===== src/rtl/serial_pkg.sv =====
`default_nettype none
//============================================================================
// Module      : serial_pkg
// Description : Shared definitions for the serial transmit path: FSM state
//               encoding, frame geometry, line idle level, default baud
//               divisor and an even-parity helper.
// Revision    : 1.0 - initial release
//============================================================================
package serial_pkg;

    // The encoding is fixed, so PARITY keeps its slot even when unused.
    typedef enum logic [2:0] {
        ST_IDLE   = 3'd0,
        ST_START  = 3'd1,
        ST_DATA   = 3'd2,
        ST_PARITY = 3'd3,
        ST_STOP   = 3'd4
    } tx_state_t;

    localparam int   UART_DATA_BITS         = 8;
    localparam logic c_LINE_IDLE            = 1'b1;
    localparam int   c_DEFAULT_CLKS_PER_BIT = 434;   // 50 MHz / 115200

    // Even parity: the bit that makes the total count of ones even.
    function automatic logic even_parity(input logic [UART_DATA_BITS-1:0] data);
        return ^data;
    endfunction

endpackage : serial_pkg
`default_nettype wire


===== src/rtl/serial_fifo.sv =====
`default_nettype none
//============================================================================
// Module      : serial_fifo
// Description : Synchronous circular-buffer FIFO. Pushes into a full FIFO and
//               pops from an empty FIFO are ignored; full/empty are judged
//               on the pre-edge count.
// Ports       : clk, rst (sync, active-high)
//               i_push, i_data   - write request and data
//               i_pop            - read request (o_data is the head entry)
//               o_data           - head of FIFO (valid when !o_empty)
//               o_full, o_empty  - status flags from the count
//               o_count          - occupancy, 0 .. 2**DEPTH_LOG2
// Revision    : 1.0 - initial release
//============================================================================
module serial_fifo #(
    parameter int DEPTH_LOG2 = 4,
    parameter int WIDTH      = 8
) (
    input  logic                  clk,
    input  logic                  rst,
    input  logic                  i_push,
    input  logic [WIDTH-1:0]      i_data,
    input  logic                  i_pop,
    output logic [WIDTH-1:0]      o_data,
    output logic                  o_full,
    output logic                  o_empty,
    output logic [DEPTH_LOG2:0]   o_count
);

    localparam logic [DEPTH_LOG2:0] c_FULL_COUNT = {1'b1, {DEPTH_LOG2{1'b0}}};

    logic [WIDTH-1:0]      r_mem [0:(1<<DEPTH_LOG2)-1];
    logic [DEPTH_LOG2-1:0] r_wr_ptr;
    logic [DEPTH_LOG2-1:0] r_rd_ptr;
    logic [DEPTH_LOG2:0]   r_count;

    logic w_full;
    logic w_empty;
    logic w_do_push;
    logic w_do_pop;

    assign w_full    = (r_count == c_FULL_COUNT);
    assign w_empty   = (r_count == '0);
    assign w_do_push = i_push && !w_full;
    assign w_do_pop  = i_pop  && !w_empty;

    // Storage carries no reset; only the pointers define validity.
    always_ff @(posedge clk) begin
        if (w_do_push) begin
            r_mem[r_wr_ptr] <= i_data;
        end
    end

    // Pointers wrap naturally modulo the power-of-two depth.
    always_ff @(posedge clk) begin
        if (rst) begin
            r_wr_ptr <= '0;
            r_rd_ptr <= '0;
            r_count  <= '0;
        end else begin
            if (w_do_push) begin
                r_wr_ptr <= r_wr_ptr + 1'b1;
            end
            if (w_do_pop) begin
                r_rd_ptr <= r_rd_ptr + 1'b1;
            end
            case ({w_do_push, w_do_pop})
                2'b10:   r_count <= r_count + 1'b1;
                2'b01:   r_count <= r_count - 1'b1;
                default: r_count <= r_count;
            endcase
        end
    end

    assign o_data  = r_mem[r_rd_ptr];
    assign o_full  = w_full;
    assign o_empty = w_empty;
    assign o_count = r_count;

endmodule : serial_fifo
`default_nettype wire


===== src/rtl/serial_tx_uart.sv =====
`default_nettype none
//============================================================================
// Module      : serial_tx_uart
// Description : Buffers bytes from the processor serial port in a FIFO and
//               serialises them onto an 8N1 UART line, LSB first. Frames
//               run back-to-back with no idle gap while data is queued.
//               Optional macro SERIAL_TX_PARITY_EN adds an even-parity bit
//               between the data bits and the stop bit (8E1).
// Ports       : clock, reset     - system clock, sync active-high reset
//               serial_in        - byte to send
//               serial_wren_in   - write strobe, one byte per high cycle
//               serial_ready_out - FIFO can accept a byte
//               tx_out           - registered UART line, idles high
//               tx_busy_out      - frame in flight or FIFO non-empty
//               overflow_out     - sticky: a write was dropped while full
// Revision    : 1.0 - initial release
//============================================================================
module serial_tx_uart
    import serial_pkg::*;
#(
    parameter int CLKS_PER_BIT    = c_DEFAULT_CLKS_PER_BIT,
    parameter int FIFO_DEPTH_LOG2 = 4
) (
    input  logic                      clock,
    input  logic                      reset,
    input  logic [UART_DATA_BITS-1:0] serial_in,
    input  logic                      serial_wren_in,
    output logic                      serial_ready_out,
    output logic                      tx_out,
    output logic                      tx_busy_out,
    output logic                      overflow_out
);

    localparam int                    c_BAUD_W    = $clog2(CLKS_PER_BIT);
    localparam logic [c_BAUD_W-1:0]   c_BAUD_LAST = c_BAUD_W'(CLKS_PER_BIT - 1);
    localparam logic [2:0]            c_LAST_BIT  = 3'(UART_DATA_BITS - 1);

    tx_state_t                 r_state,    w_state_next;
    logic [c_BAUD_W-1:0]       r_baud_cnt, w_baud_next;
    logic [2:0]                r_bit_idx,  w_bit_idx_next;
    logic [UART_DATA_BITS-1:0] r_shift,    w_shift_next;
    logic                      r_tx,       w_tx_next;
    logic                      r_overflow;
    logic                      w_baud_done;
    logic                      w_load;

    logic                      w_fifo_pop;
    logic [UART_DATA_BITS-1:0] w_fifo_data;
    logic                      w_fifo_full;
    logic                      w_fifo_empty;
    logic [FIFO_DEPTH_LOG2:0]  w_fifo_count;

`ifdef SERIAL_TX_PARITY_EN
    logic                      r_parity,   w_parity_next;
`endif

    serial_fifo #(
        .DEPTH_LOG2 (FIFO_DEPTH_LOG2),
        .WIDTH      (UART_DATA_BITS)
    ) u_fifo (
        .clk     (clock),
        .rst     (reset),
        .i_push  (serial_wren_in),
        .i_data  (serial_in),
        .i_pop   (w_fifo_pop),
        .o_data  (w_fifo_data),
        .o_full  (w_fifo_full),
        .o_empty (w_fifo_empty),
        .o_count (w_fifo_count)
    );

    assign w_baud_done = (r_baud_cnt == c_BAUD_LAST);

    always_comb begin
        w_state_next   = r_state;
        w_baud_next    = r_baud_cnt + 1'b1;
        w_bit_idx_next = r_bit_idx;
        w_shift_next   = r_shift;
        w_fifo_pop     = 1'b0;
        w_load         = 1'b0;

        case (r_state)
            ST_IDLE: begin
                w_baud_next = '0;
                if (!w_fifo_empty) begin
                    w_load       = 1'b1;
                    w_state_next = ST_START;
                end
            end
            ST_START: begin
                if (w_baud_done) begin
                    w_baud_next    = '0;
                    w_bit_idx_next = '0;
                    w_state_next   = ST_DATA;
                end
            end
            ST_DATA: begin
                if (w_baud_done) begin
                    w_baud_next    = '0;
                    w_shift_next   = r_shift >> 1;
                    w_bit_idx_next = r_bit_idx + 3'd1;
                    if (r_bit_idx == c_LAST_BIT) begin
`ifdef SERIAL_TX_PARITY_EN
                        w_state_next = ST_PARITY;
`else
                        w_state_next = ST_STOP;
`endif
                    end
                end
            end
`ifdef SERIAL_TX_PARITY_EN
            ST_PARITY: begin
                if (w_baud_done) begin
                    w_baud_next  = '0;
                    w_state_next = ST_STOP;
                end
            end
`endif
            ST_STOP: begin
                if (w_baud_done) begin
                    w_baud_next = '0;
                    // Chain straight into the next START to avoid an idle gap.
                    if (!w_fifo_empty) begin
                        w_load       = 1'b1;
                        w_state_next = ST_START;
                    end else begin
                        w_state_next = ST_IDLE;
                    end
                end
            end
            default: begin
                w_baud_next  = '0;
                w_state_next = ST_IDLE;
            end
        endcase

        if (w_load) begin
            w_fifo_pop   = 1'b1;
            w_shift_next = w_fifo_data;
        end
    end

`ifdef SERIAL_TX_PARITY_EN
    // Latched at pop time because the shift register is consumed by DATA.
    assign w_parity_next = w_load ? even_parity(w_fifo_data) : r_parity;
`endif

    // Line level is decoded from the next state so tx_out is a flop output.
    always_comb begin
        case (w_state_next)
            ST_START:  w_tx_next = 1'b0;
            ST_DATA:   w_tx_next = w_shift_next[0];
`ifdef SERIAL_TX_PARITY_EN
            ST_PARITY: w_tx_next = w_parity_next;
`endif
            default:   w_tx_next = c_LINE_IDLE;
        endcase
    end

    always_ff @(posedge clock) begin
        if (reset) begin
            r_state    <= ST_IDLE;
            r_baud_cnt <= '0;
            r_bit_idx  <= '0;
            r_shift    <= '0;
            r_tx       <= c_LINE_IDLE;
            r_overflow <= 1'b0;
`ifdef SERIAL_TX_PARITY_EN
            r_parity   <= 1'b0;
`endif
        end else begin
            r_state    <= w_state_next;
            r_baud_cnt <= w_baud_next;
            r_bit_idx  <= w_bit_idx_next;
            r_shift    <= w_shift_next;
            r_tx       <= w_tx_next;
            r_overflow <= r_overflow | (serial_wren_in && w_fifo_full);
`ifdef SERIAL_TX_PARITY_EN
            r_parity   <= w_parity_next;
`endif
        end
    end

    assign serial_ready_out = !w_fifo_full;
    assign tx_out           = r_tx;
    assign tx_busy_out      = (r_state != ST_IDLE) || (w_fifo_count != '0);
    assign overflow_out     = r_overflow;

endmodule : serial_tx_uart
`default_nettype wire


===== config.mk =====
export PLATFORM = sky130hd
export DESIGN_NAME = serial_tx_uart
export DESIGN_NICKNAME = d
export VERILOG_FILES = /design/src/rtl/serial_pkg.sv /design/src/rtl/serial_fifo.sv /design/src/rtl/serial_tx_uart.sv
export SDC_FILE = /design/constraint.sdc
export NUM_CORES = 1
export LEC_CHECK = 0
export BUFFER_PORTS_ARGS = -buffer_cell sky130_fd_sc_hd__buf_2
export CAP_MARGIN = 40
export CELL_PAD_IN_SITES_DETAIL_PLACEMENT = 0
export CELL_PAD_IN_SITES_GLOBAL_PLACEMENT = 2
export CORE_MARGIN = 1
export CORE_UTILIZATION = 35
export CTS_BUF_LIST = sky130_fd_sc_hd__clkbuf_4
export CTS_CLUSTER_DIAMETER = 60
export CTS_CLUSTER_SIZE = 8
export DETAILED_ROUTE_END_ITERATION = 8
export PLACE_DENSITY = 0.71
export SLEW_MARGIN = 5
export SYNTH_ARGS = -nofsm -noshare
export SYNTH_HDL_FRONTEND = slang
export SYNTH_SLANG_ARGS = --single-unit

===== constraint.sdc =====
create_clock -name clock -period 7.1 [get_ports clock]
set_input_delay 1.065 -clock clock [delete_from_list [all_inputs] [get_ports clock]]
set_output_delay 1.065 -clock clock [all_outputs]
set_load 0.02 [all_outputs]

* Yosys cells after proc, flatten, opt, wreduce, memory -nomap -nowiden *
Memories as Yosys holds them, arrays and structs flattened. A register that Yosys moved wholly into a read port is not among the register bits.
Index checks and enable logic that the tools add are counted.

word-level totals
  memories kept = 1
  input bits = 11
  word-level logic and storage cells = 72
  flip-flop bits (word level) = 38
  memory bits (writable) = 128

memory list
  name          depth  bits a word  rd ports  clocked after Yosys merged registers in  write ports  RTL line           RTL
  u_fifo.r_mem  16     8            1         1                                        1            serial_fifo.sv:32  logic [WIDTH-1:0] r_mem [0:(1<<DEPTH_LOG2)-1];

cells by class
  reduce and logical (&&, ||, !) cells = 18
  mux-type cells = 23
  add/subtract/negate cells = 6
  bitwise operators = 2
  equal/unequal tests = 12

operators with widths
  cell                 number
  $mux 8               3
  $mux 3               7
  $pmux 3 s4           1
  $pmux 5 s2           1
  $add 9x1->9 const B  1
  $eq 9x9->1 const B   1
  $add 4x1->4 const B  2
  $mux 4               2
  $reduce_bool 2->1    4
  $eq 3x1->1 const B   2
  $eq 3x2->1 const B   2
  $eq 3x3->1 const B   2
  $mux 1               6
  $pmux 3 s2           1
  $reduce_or 3->1      2
  $add 5x1->5 const B  1
  $eq 5x5->1 const B   1
  $logic_not 5->1      1
  $reduce_bool 5->1    1
  $sub 5x1->5 const B  1
  $ne 2x2->1 const B   2
  $pmux 1 s2           2
  $add 3x1->3 const B  1
  $logic_and 1x1->1    3
  10 further kinds     11

* Logic depth before layout (Yosys ltp) *
Gate-level depths: netlist (run 1).

  depth in word-level cells = 8
  mapped depth = 15
  mapped depth without buffers = 13

* Modules after synthesis *
Synthesis (run 1) repeated with hierarchy kept, for this count alone.

unflattened totals
  cell total of the unflattened synthesis = 464
  area, all modules = 7096.8 um2

modules (own cells, without submodules)
  module          cells an instance  area each (um2)  times used  seq. area each (um2)
  serial_fifo     330                5891.9           1           4184.0
  serial_tx_uart  134                1204.9           1           500.5

* Worst setup path before layout (run 1) *
No wires, ideal clock.

  path kind = input-to-reg
  from = input serial_wren_in
  to = register u_fifo.r_count[4], in the netlist u_fifo.o_count[4]
  slack = 3.835 ns
  path buffers = 1
  arrival time = 3.144 ns
  stages = 11
  required time = 6.979 ns
  cells stage by stage = a21boi_2 > inv_1 > ha_1 > clkbuf_1 > xor2_1 > ha_1 > o21a_1 > o21ai_0 > nand2b_1 > a211oi_1 > mux2_2

on the way
  word-level cells in the longest chain between the ends = 3
  elaborated cells on any way between the ends = 5
  those cells by class = eq/ne (2); mux (1); reduce/logical (2)

ends and longest elaborated chain
  what                                             RTL line              RTL
  start, declared                                  serial_tx_uart.sv:27  input logic serial_wren_in,
  $logic_and 1x1->1 (*)                            serial_fifo.sv:44     assign w_do_push = i_push && !w_full;
  $eq 2x1->1 or $eq 2x2->1 (tied branches)         serial_fifo.sv:67     case ({w_do_push, w_do_pop})
  $pmux 5 s2 or $reduce_bool 2->1 (tied branches)  --
  end signal, assigned                             serial_fifo.sv:68     2'b10: r_count <= r_count + 1'b1;
  end signal, assigned                             serial_fifo.sv:69     2'b01: r_count <= r_count - 1'b1;
  end signal, assigned                             serial_fifo.sv:70     default: r_count <= r_count;
  end, declared                                    serial_fifo.sv:35     logic [DEPTH_LOG2:0] r_count;

Mark *: on every way between the ends. The rest lies on a longest branch, timed or not.
A chain may end at the register's enable or synchronous reset.

* Worst setup path after layout (run 1) *
  from = register r_baud_cnt[0]
  to = register u_fifo.r_count[4], in the netlist u_fifo.o_count[4]

on the way
  word-level cells in the longest chain between the ends = 7
  elaborated cells on any way between the ends = 9
  those cells by class = eq/ne (3); mux (4); reduce/logical (2)

ends and longest elaborated chain
  what                                             RTL line               RTL
  start, declared                                  serial_tx_uart.sv:39   logic [c_BAUD_W-1:0] r_baud_cnt, w_baud_next;
  start signal, assigned                           serial_tx_uart.sv:173  r_baud_cnt <= w_baud_next;
  $eq 9x9->1 (*)                                   serial_tx_uart.sv:72   assign w_baud_done = (r_baud_cnt == c_BAUD_LAST);
  $mux 1 (*)                                       serial_tx_uart.sv:120  if (w_baud_done) begin
  $pmux 1 s2 (*)                                   serial_tx_uart.sv:82   case (r_state)
  $mux 1 (*)                                       serial_tx_uart.sv:137  if (w_load) begin
  $logic_and 1x1->1 (*)                            serial_fifo.sv:45      assign w_do_pop = i_pop && !w_empty;
  $eq 2x1->1 or $eq 2x2->1 (tied branches)         serial_fifo.sv:67
  $pmux 5 s2 or $reduce_bool 2->1 (tied branches)  --

Marked as above.

==> qor.csv, run 1 <==
metric,value,unit
crit_path_max_fanout,23,
slew_headroom,45.1,%
hold_depth,2,
crit_path_end_kind,flop,
drc,0,
die_w,142,um
first_pass_iters,4,
grtUsageTotal,14.1,%
holdPathEnd,overflow_out,
power_density,300,nW/um2
critPathMostFrequentCell,ha_1,
postRouteWirelength,13000,um
initial_utilization,36.3,%
period_needed,3330,ps
seq_area_frac_synth,67.9,%
vias_per_cell,5.00,
drv_cap,0,
ff2ff_setup_slack,3770,ps
root_buffer,clkbuf_4,
area_delta_synth_final,9.57,%
r2r_start,r_baud_cnt[0],
tns,0,ps
detail-route-antenna-nets,0,
dieArea,20300,um2
min_path_type,reg2reg,
register_area,4690,um2
rsz0062_at_grt,no,
grt_max_degree,35,
core-area,19000,um2
clk_pin_slew,140,ps
rr_endpoint,u_fifo.o_count[4],
postCtsSetupBuffers,0,
multi_input_comb_area,2090,um2
wl_per_cell,17.9,um
clkSinkCount,170,
synthCells,432,
yosys-top-cells-area,"edfxtp_1, dfxtp_1, mux4_2, nor2_1, ha_1",
synth_top_area_share,55.7,%
numCtsBuffers,17,
h-tree-depth,4,
p_leak,2.43,nW
cp.required,7540,ps
timing.final.ws_setup,3770,ps
gp_congestion,0.768,
worstPathArrival,3770,ps
setup-violations-final,0,
cts_tree,built,
slew_violations,0,
slowest_delay,400,ps
grt_pass1_wl,20600,um
port-buffer-count,14,
hold_viol,0,
rows,50,
dp.cells,696,
ys_warn_count,0,
drt_iter0_drc,229,
drive_gt1_share,21.2,%
grt-ovfl-total,0,
synth_top_area_cell,edfxtp_1,
syn_area,6900,um2
syn-num-nets,456,
diodes,0,
antenna_found_initial,0,
pin_count,15,
start_kind,flop,
nets,479,
nFillCells,1766,
clock_path_buffers,2,
die_y,142,um
crit_chain,"ha_1, and4b_1, a21oi_2, nor4_4, buf_4, ha_1, xor2_1, ha_1, o21a_1, o21ai_0, nand2b_1, a211oi_1, mux2_2",
worstMarginPinSlew,821,ps
path_class,reg2reg,
dp_hpwl,8570,um
reg2reg_depth,13,
finalCritPeriodShare,46.8,%
max-vdd-ir-drop,0.000132,V
crit_slowest_cell,dfxtp_1,
status,completed,
stdcell_count,728,
max_freq,301,MHz
synthArstFlopShare,0,%
syn_area_per_cell,16.0,um2
postCtsResizedCells,0,
clk_latency,550,ps
synth.distinct_cells,45,
synth_edf_count,128,
pre_cts_slack,3570,ps
holdBufCountCts,0,
ys_seq_elements,170,
grt_pass1_vias,3702,
skew,22.8,ps
dr_total_vias,3638,
min_from,overflow_out,
ys.flop_type,edfxtp_1,
-- report_power, final --
group / internal (mW) / switching (mW) / leakage [nW]
Sequential: 1.14 / 0.0503 / 1.50
Combinational: 0.242 / 0.296 / 0.791
Clock: 0.191 / 0.350 / 0.142
-- cell usage in the layout, fill, tap and decap left out, drive strengths merged, types with 2 or more instances in the layout --
cell	synthesis	routed
a31oi	3	3
o21ai	4	4
nor3	5	5
mux2	3	3
clkinvlp	0	3
nand2	13	13
nor2	46	46
nand3	4	4
inv	6	13
edfxtp	128	128
buf	15	27
mux4	32	32
and2	7	7
nand4	4	4
nor3b	2	2
dfxtp	42	42
nor2b	6	6
or3	2	2
ha	13	13
clkbuf	8	19
nand3b	6	6
clkinv	0	2
xnor2	7	7
xor2	11	11
nor4	2	2
a21oi	9	9
a22oi	19	19
a311oi	8	8
a211oi	7	7
mux2i	3	3
nand2b	5	5
-- final cells by class --
type	count	area share (%)
sequential	170	62.0
multi-input combinational	233	27.6
tap	260	4.30
timing repair buffer	27	2.22
clock buffer	19	1.89
clock inverter	13	1.74
inverter	6	0.298
-- worst max-delay path: cells and delay by family (launching register included) --
family                   cells  cell delay [ps]
adder cells (fa/ha/maj)      3              810
AO/OA/AOI/OAI                4              670
AND/OR/NAND/NOR              3              560
flip-flops                   1              400
multiplexers                 1              360
buffers and inverters        1              290
XOR/XNOR                     1              120
-- flip-flops by register name (all words and copies together) (netlist names), named ones only --
register / count
r_bit_idx: 3
u_fifo.r_mem: 128
u_fifo.r_rd_ptr: 4
r_shift: 8
tx_out: 1
r_state: 3
u_fifo.o_count: 5
r_baud_cnt: 9
u_fifo.r_wr_ptr: 4
overflow_out: 1
-- Yosys cell counts, types with 2 or more instances --
cell type	count
edfxtp_1	128
nor2_1	46
dfxtp_1	42
mux4_2	32
a22oi_1	19
ha_1	13
nand2_1	13
xor2_1	11
a21oi_1	8
a311oi_1	8
buf_2	8
clkbuf_1	8
a211oi_1	7
and2_1	7
xnor2_1	7
inv_1	6
nand3b_1	6
nor2b_1	6
buf_1	5
nand2b_1	5
nor3_1	5
nand3_1	4
nand4_1	4
o21ai_0	4
a31oi_1	3
mux2_2	3
mux2i_1	3
nor3b_1	2
nor4_4	2
or3_1	2
-- cells by family (layout without fill, tap and decap cells) --
logic type | after synthesis | in the layout | share of synthesized area, %
and+or+nand+nor | 108 | 108 | 8.34
adders and majority gates | 13 | 13 | 2.36
DFF | 170 | 170 | 67.9
muxes | 38 | 38 | 11.4
AOI/OAI and AO/OA | 56 | 56 | 5.88
buffers and inverters | 29 | 65 | 1.89
xor gates and xnor gates | 18 | 18 | 2.28
-- per-layer routing --
| layer | global-route usage (%) | share of wire [%] | routed length [um] |
|---|---|---|---|
| met1 | 18.3 | 47 | 6120 |
| met2 | 23.1 | 48 | 6310 |
| met5 | 0 | 0 | 0 |
| met4 | 4.36 | 1.4 | 179 |
| met3 | 3.43 | 3.3 | 430 |
-- worst max path at each step --
stage | start | endpoint | slack [ps] | cells after the start
6_report | r_baud_cnt[0] | u_fifo.o_count[4] | 3770 | 13
5_1_grt | r_baud_cnt[0] | u_fifo.o_count[4] | 3550 | 13
4_1_cts | r_baud_cnt[0] | u_fifo.o_count[4] | 3770 | 13
3_5_place_dp | serial_wren_in | u_fifo.o_count[4] | 3570 | 11
3_3_place_gp | serial_wren_in | u_fifo.o_count[4] | 3600 | 11
2_1_floorplan | serial_wren_in | u_fifo.o_count[4] | 3830 | 11
-- metrics by stage --
stage               hold WS, ps  utilization [%]  area, um2  total power, mW
floorplan                   430                -       6900             1.63
finish                      480             39.8       7560             2.27
global route                523             39.8       7560             2.39
global placement            442             38.1       7240             1.75
CTS                         488             39.8       7560             2.29
detailed placement          456             38.3       7290             1.75
(Power assumes the default switching activity.)
==> run 2, diff against run 1 <==
ABC_AREA = 1   (was not set)
PLACE_DENSITY = 0.79   (was 0.71)
clock period = 3.11 ns   (was 7.1 ns; I/O delays follow)
==> run 2 against run 1 <==
Global-route usage rose by 1.9 points. Combinational power rose to 3.2 times the previous value. Clock skew fell by 5.3 ps. Cell count rose by 47%. Clock-buffer cell count decreased by 2. Highest routed layer unchanged. Sequential share of layout area decreased by 4.9 points. First-iteration DRC count up 74%.
==> qor.csv, run 2 <==
metric,value,unit,change
core-area,20600,um2,+8.1%
ys_seq_elements,170,,unchanged
top_register,u_fifo.r_mem,,
postRouteWirelength,16100,um,+24%
ys.flop_type,edfxtp_1,,
cp.required,3600,ps,-3940 ps
grt_max_degree,65,,+86%
power_density,738,nW/um2,+150%
rsz0062_at_grt,no,,
synth_top_family_by_area,simple AND/OR/NAND/NOR gates,,
largestRegisters,"u_fifo.r_mem: 128 flops, r_baud_cnt: 9 flops, r_shift: 8 flops",,
nFillCells,2020,,+14%
synth.distinct_cells,36,,-20%
drv_cap,0,,unchanged
cts_tree,built,,
port-buffer-count,14,,unchanged
dp_hpwl,10300,um,+21%
synthArstFlopShare,0,%,unchanged
h-tree-depth,4,,unchanged
fin_area,8200,um2,+8.5%
dr_total_vias,5120,,+41%
first_pass_iters,4,,unchanged
clock_path_buffers,2,,unchanged
syn_area,7440,um2,+7.8%
grt_pass1_vias,5016,,+35%
die_y,148,um,+3.8%
drt_iter0_drc,398,,+74%
yosys.area_share.simple,23.6,%,+15 points
root_buffer,clkbuf_4,,
stdcell_count,1071,,+47%
gp_congestion,0.787,,+2.4%
synth-compound-area-share,3.40,%,-2.5 points
pin_count,15,,unchanged
max_freq,364,MHz,+21%
post-synth-top-count-cell,nand2_1,,
synthMuxAreaShare,0,%,-11 points
setup-violations-final,0,,unchanged
whs,152,ps,-329 ps
die_w,148,um,+3.8%
synth_top_area_cell,edfxtp_1,,
max-vdd-ir-drop,0.000353,V,+170%
seq_area_frac_synth,63.0,%,-4.9 points
synthCells,769,,+78%
synth_edf_count,128,,unchanged
worstPathArrival,3240,ps,-530 ps
grt-ovfl-total,0,,unchanged
skew,17.6,ps,-5.25 ps
tns,0,ps,unchanged
grt_pass1_wl,26200,um,+27%
clk_latency,560,ps,about the same
crit_path_end_kind,flop,,
synth_top_area_share,51.7,%,-4.0 points
place_area,7790,um2,+7.0%
wl_per_cell,15.0,um,-16%
numCtsBuffers,17,,unchanged
final_common_cell,nand2_1,,
path_class,reg2reg,,
synth_commonest_cells,"nand2_1, edfxtp_1, nand3_1, inv_1, dfxtp_1",,
dp.cells,1037,,+49%
hold_viol,0,,unchanged
vias_per_cell,4.78,,-4.3%
largest_register_ffs,128,,unchanged
grtUsageTotal,16.0,%,+1.9 points
status,completed,,
rows,52,,+4.0%
initial_utilization,36.2,%,-0.11 points
detail-route-antenna-nets,0,,unchanged
slew_violations,0,,unchanged
drc,0,,unchanged
drive_gt1_share,10.0,%,-11 points
ys_warn_count,0,,unchanged
yosys-top-cells-area,"edfxtp_1, nand2_1, dfxtp_1, nand3_1, inv_1",,
p_leak,3.36,nW,+38%
synth-xor-area-share,0.707,%,-1.6 points
start_kind,flop,,
period_needed,2740,ps,-581 ps
nets,811,,+69%
fin_util,39.9,%,+0.15 points
synth_fa_ha_area_share,2.19,%,-0.17 points
worstMarginPinSlew,892,ps,+70.6 ps
dieArea,21800,um2,+7.7%
crit_path_max_fanout,15,,-35%
slew_headroom,40.3,%,-4.7 points
antenna_found_initial,1,,+1
syn-num-nets,793,,+74%
postCtsSetupBuffers,0,,unchanged
finalCritPeriodShare,88.3,%,+41 points
layout_common_cells,"nand2_1, edfxtp_1, nand3_1, inv_1, dfxtp_1",,
clkSinkCount,170,,unchanged
area_delta_synth_final,10.3,%,
min_path_type,in2reg,,
clk_pin_slew,140,ps,about the same
syn_area_per_cell,9.67,um2,-39%
## run 2: logic make-up after synthesis
| family | count (synthesis) |
|---|---|
| AOI/OAI and AO/OA | 47 |
| xor gates and xnor gates | 6 |
| adders and majority gates | 13 |
| buffers and inverters | 125 |
| DFF | 170 |
| and+or+nand+nor | 408 |
## run 2: layer usage
metal	vias to the layer above	routed length, um	track usage [%]
met3	16	588	2.93
met5	-	0	0
met1	2434	7500	20.6
met2	114	7810	26.5
met4	0	215	6.49
li1	2556	-	-
## run 2: final timing paths
path,from,slack [ps],cells past startpoint,end
setup / recovery,r_baud_cnt[0],370,16,u_fifo.o_count[4]
hold / removal,serial_wren_in,150,3,overflow_out
setup reg to reg,r_baud_cnt[0],370,16,u_fifo.o_count[4]
hold reg to reg,r_bit_idx[0],470,1,r_bit_idx[0]
## run 2: worst max-delay path: stages, from the launching register on
cell and delay [ps]:
dfxtp_1 400, ha_1 170, nand2_1 60, nor3_2 170, nand2_2 130, nand2_2 100
nand2_4 120, inv_4 200, ha_2 260, xor2_1 240, ha_1 210, a21o_1 130
nand3_1 80, nand2_1 100, xor2_1 150, nand2_1 70, a21oi_1 110
## run 2: where the power goes
part	total (mW)	switching, mW	internal (mW)	leakage [nW]
Clock	1.66	0.774	0.883	0.200
Combinational	1.74	1.21	0.529	1.66
Sequential	2.66	0.0808	2.58	1.50
## run 2: stage by stage
stage          power, mW  setup slack, ps
2_1_floorplan       4.03              809
3_3_place_gp        4.42              529
3_5_place_dp        4.47              368
4_1_cts             6.13              324
5_1_grt             6.47             2.42
6_report            6.06              365
## run 2: cell type report
| class | count | area [um2] | share of cell area (%) |
|---|---|---|---|
| diodes | 1 | 2.50 | 0.0305 |
| clock buffers | 17 | 128 | 1.56 |
| clock inverters | 15 | 269 | 3.28 |
| inverters | 95 | 359 | 4.38 |
| well taps | 270 | 338 | 4.12 |
| multi-input cells | 474 | 2230 | 27.1 |
| repair buffers | 29 | 195 | 2.38 |
| flip-flops and latches | 170 | 4690 | 57.1 |
## run 2: what timing repair did
action                     CTS  global route
hold buffers                 0             0
gates resized for setup      0             1
setup endpoints to repair    0             1
